$ cat config.mk
export PLATFORM = sky130hd
export DESIGN_NAME = fifo
export DESIGN_NICKNAME = d
export VERILOG_FILES = /design/src/rtl/fifo_pkg.sv /design/src/rtl/fifo_mem.sv /design/src/rtl/fifo.sv
export SDC_FILE = /design/constraint.sdc
export NUM_CORES = 1
export LEC_CHECK = 0
export CORE_ASPECT_RATIO = 2
export CORE_MARGIN = 3
export CORE_UTILIZATION = 39
export DETAILED_ROUTE_END_ITERATION = 7
export PLACE_DENSITY_LB_ADDON = 0.25
export SYNTH_ARGS = -nofsm -noshare
export SYNTH_HDL_FRONTEND = slang
export SYNTH_HIERARCHICAL = 1
export SYNTH_SLANG_ARGS = --single-unit
$ cat constraint.sdc
create_clock -name clk -period 1.9 [get_ports clk]
set_input_delay 0.38 -clock clk [delete_from_list [all_inputs] [get_ports clk]]
set_output_delay 0.38 -clock clk [all_outputs]
set_load 0.02 [all_outputs]
$ cat src/rtl/fifo_pkg.sv
// fifo_pkg: shared defaults for the 4 x 8 first-word-fall-through FIFO.
//   FIFO_WIDTH : data word width
//   FIFO_DEPTH : number of entries (power of two)
//   FIFO_AW    : pointer width, log2(FIFO_DEPTH)
//   FIFO_CW    : occupancy counter width, FIFO_AW + 1
package fifo_pkg;

  localparam int FIFO_WIDTH = 8;
  localparam int FIFO_DEPTH = 4;
  localparam int FIFO_AW    = 2;
  localparam int FIFO_CW    = FIFO_AW + 1;

endpackage : fifo_pkg

$ cat src/rtl/fifo_mem.sv
// fifo_mem: register-file storage for the FIFO.
//   clk    in  : clock, write on rising edge
//   rst_n  in  : asynchronous active-low reset, clears every entry
//   we     in  : write enable
//   waddr  in  : write address
//   wdata  in  : write data
//   raddr  in  : read address (asynchronous read)
//   rdata  out : mem[raddr], combinational
module fifo_mem
  import fifo_pkg::*;
#(
  parameter int WIDTH = FIFO_WIDTH,
  parameter int DEPTH = FIFO_DEPTH,
  parameter int AW    = FIFO_AW
) (
  input  logic             clk,
  input  logic             rst_n,
  input  logic             we,
  input  logic [AW-1:0]    waddr,
  input  logic [WIDTH-1:0] wdata,
  input  logic [AW-1:0]    raddr,
  output logic [WIDTH-1:0] rdata
);

  logic [WIDTH-1:0] mem [0:DEPTH-1];

  always_ff @(posedge clk or negedge rst_n) begin
    if (!rst_n) begin
      for (int i = 0; i < DEPTH; i++) begin
        mem[i] <= '0;
      end
    end else if (we) begin
      mem[waddr] <= wdata;
    end
  end

  assign rdata = mem[raddr];

endmodule : fifo_mem

$ cat src/rtl/fifo.sv
// fifo: synchronous first-word-fall-through FIFO, single clock domain.
//   clk      in  : clock, all state updates on rising edge
//   rst_n    in  : asynchronous active-low reset, discards all contents
//   data_in  in  : write data
//   wr_en    in  : write request
//   rd_en    in  : read request
//   data_out out : head-of-queue word (stale when empty)
//   full     out : word_count == DEPTH
//   empty    out : word_count == 0
//
// Handshake: a write is accepted on a rising edge where wr_en & ~full, a
// read where rd_en & ~empty, both judged on the flags before the edge. An
// unaccepted request has no effect and is not retried; the producer and
// consumer must hold or re-issue it themselves. The head word is already
// on data_out in the cycle the read is requested (show-ahead).
module fifo
  import fifo_pkg::*;
#(
  parameter int WIDTH = FIFO_WIDTH,
  parameter int DEPTH = FIFO_DEPTH,
  parameter int AW    = FIFO_AW,
  parameter int CW    = FIFO_CW
) (
  input  logic             clk,
  input  logic             rst_n,
  input  logic [WIDTH-1:0] data_in,
  input  logic             wr_en,
  input  logic             rd_en,
  output logic [WIDTH-1:0] data_out,
  output logic             full,
  output logic             empty
);

  logic [AW-1:0] wr_pointer, wr_pointer_d;
  logic [AW-1:0] rd_pointer, rd_pointer_d;
  logic [CW-1:0] word_count, word_count_d;
  logic          wr_accept, rd_accept;

  assign full      = (word_count == CW'(DEPTH));
  assign empty     = (word_count == '0);
  assign wr_accept = wr_en & ~full;
  assign rd_accept = rd_en & ~empty;

  // Pointers are exactly AW bits wide, so the +1 wraps DEPTH-1 -> 0 for free.
  always_comb begin
    wr_pointer_d = wr_pointer;
    rd_pointer_d = rd_pointer;
    word_count_d = word_count;
    if (wr_accept) wr_pointer_d = wr_pointer + AW'(1);
    if (rd_accept) rd_pointer_d = rd_pointer + AW'(1);
    case ({wr_accept, rd_accept})
      2'b10:   word_count_d = word_count + CW'(1);
      2'b01:   word_count_d = word_count - CW'(1);
      default: word_count_d = word_count;
    endcase
  end

  always_ff @(posedge clk or negedge rst_n) begin
    if (!rst_n) begin
      wr_pointer <= '0;
      rd_pointer <= '0;
      word_count <= '0;
    end else begin
      wr_pointer <= wr_pointer_d;
      rd_pointer <= rd_pointer_d;
      word_count <= word_count_d;
    end
  end

  fifo_mem #(
    .WIDTH (WIDTH),
    .DEPTH (DEPTH),
    .AW    (AW)
  ) mem1 (
    .clk   (clk),
    .rst_n (rst_n),
    .we    (wr_accept),
    .waddr (wr_pointer),
    .wdata (data_in),
    .raddr (rd_pointer),
    .rdata (data_out)
  );

endmodule : fifo

==> flow_summary.json <==
{
  "wl_per_cell_um": 16.7,
  "ys_seq_elements": 39,
  "detail_route.vias_per_cell": 5.11,
  "period_needed_ns": 1.85,
  "starting_utilization_of_the_core_area": 0.416,
  "fillCellCount": 379,
  "cts_tree": "built",
  "source_to_sink_clock_delay_at_the_later_pin_of_the_worst_skew_pair_ns": 0.28,
  "synth_flop_cell": "sky130_fd_sc_hd__dfrtp_1",
  "final_max_slew_viol_count": 0,
  "route.final.wire_length_mm": 3.37,
  "dieHeight_um": 101,
  "yosys-top-cells-count": "sky130_fd_sc_hd__dfrtp_1 (39), sky130_fd_sc_hd__mux2_2 (32), sky130_fd_sc_hd__mux4_2 (8), sky130_fd_sc_hd__inv_1 (4), sky130_fd_sc_hd__xor2_1 (4)",
  "post-synth-top-count-cell": "sky130_fd_sc_hd__dfrtp_1",
  "startpoint_type": "register",
  "status": "finished, final reports clean",
  "post-place-cells": 191,
  "finalSetupViolCount": 0,
  "finalHoldViolations": 0,
  "critPathMaxFanout": 4,
  "ir_drop_uv": 1020,
  "clkSlewWorstSetupHoldPaths_ns": 0.07,
  "max_slew.worst_pin.slew_ns": 0.480,
  "detailedPlacementHpwl_mm": 2.43,
  "path_cells": "buf_6 > mux4_2 > buf_6",
  "die_width_um": 53.4,
  "fin_hold_ws_ns": 0.143,
  "drt-pass1-iter-count": 2,
  "maxClockFrequency_mhz": 539,
  "syn_inst": 108,
  "global_route.overflow_total": 0,
  "synth_top_area_share": 0.558,
  "port-buffer-count": 21,
  "cts_inserted_buffers": 5,
  "antenna_left": 0,
  "number_of_synthesized_flops_with_an_enable_pin": 0,
  "floorplan.core_area_um2": 4210,
  "antenna_cells_inserted": 0,
  "p_leak_nw": 0.974,
  "power_density_normalized_to_cell_area_nw_per_um2": 1860,
  "synth.net_count": 122,
  "htree_levels": 2,
  "grt_antenna_before_repair": 0,
  "post_synth.cell_area_avg_um2": 16.2,
  "critPathRequiredTime_ns": 1.52,
  "leading_area_contributor_after_synthesis": "sky130_fd_sc_hd__dfrtp_1",
  "clkSinkCount": 39,
  "number_of_global_route_vias_before_repair": 1201,
  "rows": 33,
  "timing.critical_path.to_type": "output pin",
  "root_buffer": "sky130_fd_sc_hd__clkbuf_8",
  "cts_buffer_depth": 2,
  "unrepaired_setup_endpoints_after_global_routing": "true",
  "gpl.final_weighted_congestion": 0.706,
  "boundaryPins": 22,
  "layoutNonFillerInstCount": 201,
  "finalClockSkew_ns": 0.00368,
  "final_layout_size_suffix_gt1_frac": 0.544,
  "min_period_over_period": 0.976,
  "yosys_warning_count": 6,
  "synth_seq_area_share": 0.558,
  "grt_max_degree": 40,
  "slowest_stage": "sky130_fd_sc_hd__mux4_2",
  "yosys.cell_types.count": 20,
  "finalPower_mw": 4.15,
  "num-nets-final": 164,
  "synth_area_leaders": "sky130_fd_sc_hd__dfrtp_1 (56%), sky130_fd_sc_hd__mux2_2 (21%), sky130_fd_sc_hd__mux4_2 (10%)",
  "worst_path_most_repeated_cell": "sky130_fd_sc_hd__buf_6",
  "area_growth_syn_to_layout_pct": 27.8,
  "cap_viol_max_count": 0,
  "syn_area_um2": 1750,
  "worst-setup-path-type": "register to output pin",
  "cpPeakStageDelay_ns": 0.52,
  "setup_total_negative_slack_ns": 0,
  "first_iter_violations": 5,
  "grt_first_pass_wirelength_mm": 5.62,
  "routed-via-count": 1028,
  "critPathArrivalTime_ns": 1.47,
  "min_path_type": "input port to async pin",
  "groute.usage.overall": 0.147,
  "area_of_the_die_um2": 5380,
  "worst_slew_margin_rel": 0.680,
  "post-route-drc-count": 0,
  "fraction_of_synthesis_flops_using_an_asynchronous_set_or_reset_pin": 1.00
}
## kinds of logic after synthesis
family,count (synthesis),synth area share
compound gates,2,0.00858
xor+xnor,7,0.0350
fa+ha+maj,2,0.0186
buf+inv,6,0.0136
flops,39,0.558
mux,40,0.309
simple gates,12,0.0579
## timing repair
item                       in CTS  in global routing
gates resized for setup        34                 11
cloned                          0                  0
hold buffers                    0                  0
setup endpoints to repair      12                 10
buffers inserted                1                  3
pin swaps                       1                  1
## layout by cell type (no fill, tap or decap)
cell type | netlist | layout
sky130_fd_sc_hd__buf_4 | 0 | 12
sky130_fd_sc_hd__clkbuf_8 | 0 | 5
sky130_fd_sc_hd__dfrtp_2 | 0 | 2
sky130_fd_sc_hd__mux2_2 | 32 | 32
sky130_fd_sc_hd__mux4_2 | 8 | 8
sky130_fd_sc_hd__ha_4 | 0 | 1
sky130_fd_sc_hd__xor2_1 | 4 | 4
sky130_fd_sc_hd__nand3_2 | 1 | 1
sky130_fd_sc_hd__dlygate4sd2_1 | 0 | 2
sky130_fd_sc_hd__nor2_1 | 2 | 2
sky130_fd_sc_hd__nand3b_2 | 2 | 2
sky130_fd_sc_hd__dfrtp_1 | 39 | 37
sky130_fd_sc_hd__inv_1 | 4 | 4
sky130_fd_sc_hd__o31a_2 | 1 | 1
sky130_fd_sc_hd__nor3_1 | 1 | 1
sky130_fd_sc_hd__clkbuf_1 | 0 | 1
sky130_fd_sc_hd__nand2b_4 | 1 | 1
sky130_fd_sc_hd__fa_2 | 0 | 1
sky130_fd_sc_hd__o21ai_1 | 0 | 1
sky130_fd_sc_hd__xnor2_1 | 3 | 3
sky130_fd_sc_hd__clkdlybuf4s50_1 | 0 | 10
sky130_fd_sc_hd__buf_6 | 0 | 5
sky130_fd_sc_hd__buf_2 | 1 | 6
sky130_fd_sc_hd__buf_12 | 0 | 2
sky130_fd_sc_hd__nor3b_4 | 1 | 2
sky130_fd_sc_hd__nand2_1 | 3 | 3
## metrics by stage
| step | area [µm²] | setup slack [ns] | utilization |
|---|---|---|---|
| after floorplan | 1770 | -0.0280 | - |
| after global placement | 2150 | -0.0785 | 0.510 |
| after detailed placement | 2150 | -0.122 | 0.510 |
| after CTS | 2200 | -0.0831 | 0.523 |
| after global routing | 2240 | -0.0945 | 0.531 |
| final | 2240 | 0.0454 | 0.531 |
## layer usage
metal / vias to the layer above / wire length (µm) / track usage / part of all wire
met2: 21 / 1970 / 0.262 / 0.58
met1: 530 / 1220 / 0.153 / 0.36
met3: 4 / 126 / 0.0356 / 0.037
met4: 0 / 56 / 0.0728 / 0.017
li1: 473 / - / - / -
met5: - / 0 / 0 / 0
## sequential cells by signal, indices dropped and copies added (netlist names)
| register | cells |
|---|---|
| mem1/mem | 32 |
| rd_pointer | 2 |
| word_count | 3 |
| wr_pointer | 2 |
## layout make-up
class / count / area (µm²) / share of cell area
tap: 52 / 65.1 / 0.0291
clock buffer: 6 / 72.6 / 0.0324
inverter: 4 / 15.0 / 0.00671
multi-input combinational: 63 / 772 / 0.345
sequential: 39 / 978 / 0.437
timing repair buffer: 37 / 334 / 0.149
## worst paths after layout
| path | startpoint | to | slack (ns) | cells past startpoint |
|---|---|---|---|---|
| worst min-delay path | rst_n | mem1/mem[17] | 0.14 | 2 |
| worst min register to register | mem1/mem[10] | mem1/mem[10] | 0.51 | 1 |
| min in group clk | mem1/mem[10] | mem1/mem[10] | 0.51 | 1 |
| worst max register to register | word_count[0] | word_count[2] | 0.06 | 8 |
| worst max-delay path | rd_pointer[0] | data_out[2] | 0.05 | 3 |
| max in group asynchronous | rst_n | word_count[2] | 1.39 | 2 |
## critical path, delay by kind of cell (launching register included)
family   cells  cell delay, ns
mux          1            0.52
flops        1            0.38
buf+inv      2            0.29
## report_power, final
part,switching [mW],total (mW),internal (mW),leakage [nW]
clock,0.250,0.495,0.244,0.0371
sequential,0.313,1.58,1.27,0.460
combinational,0.841,2.07,1.23,0.477
No activity file was read; power rests on OpenSTA's default activity.
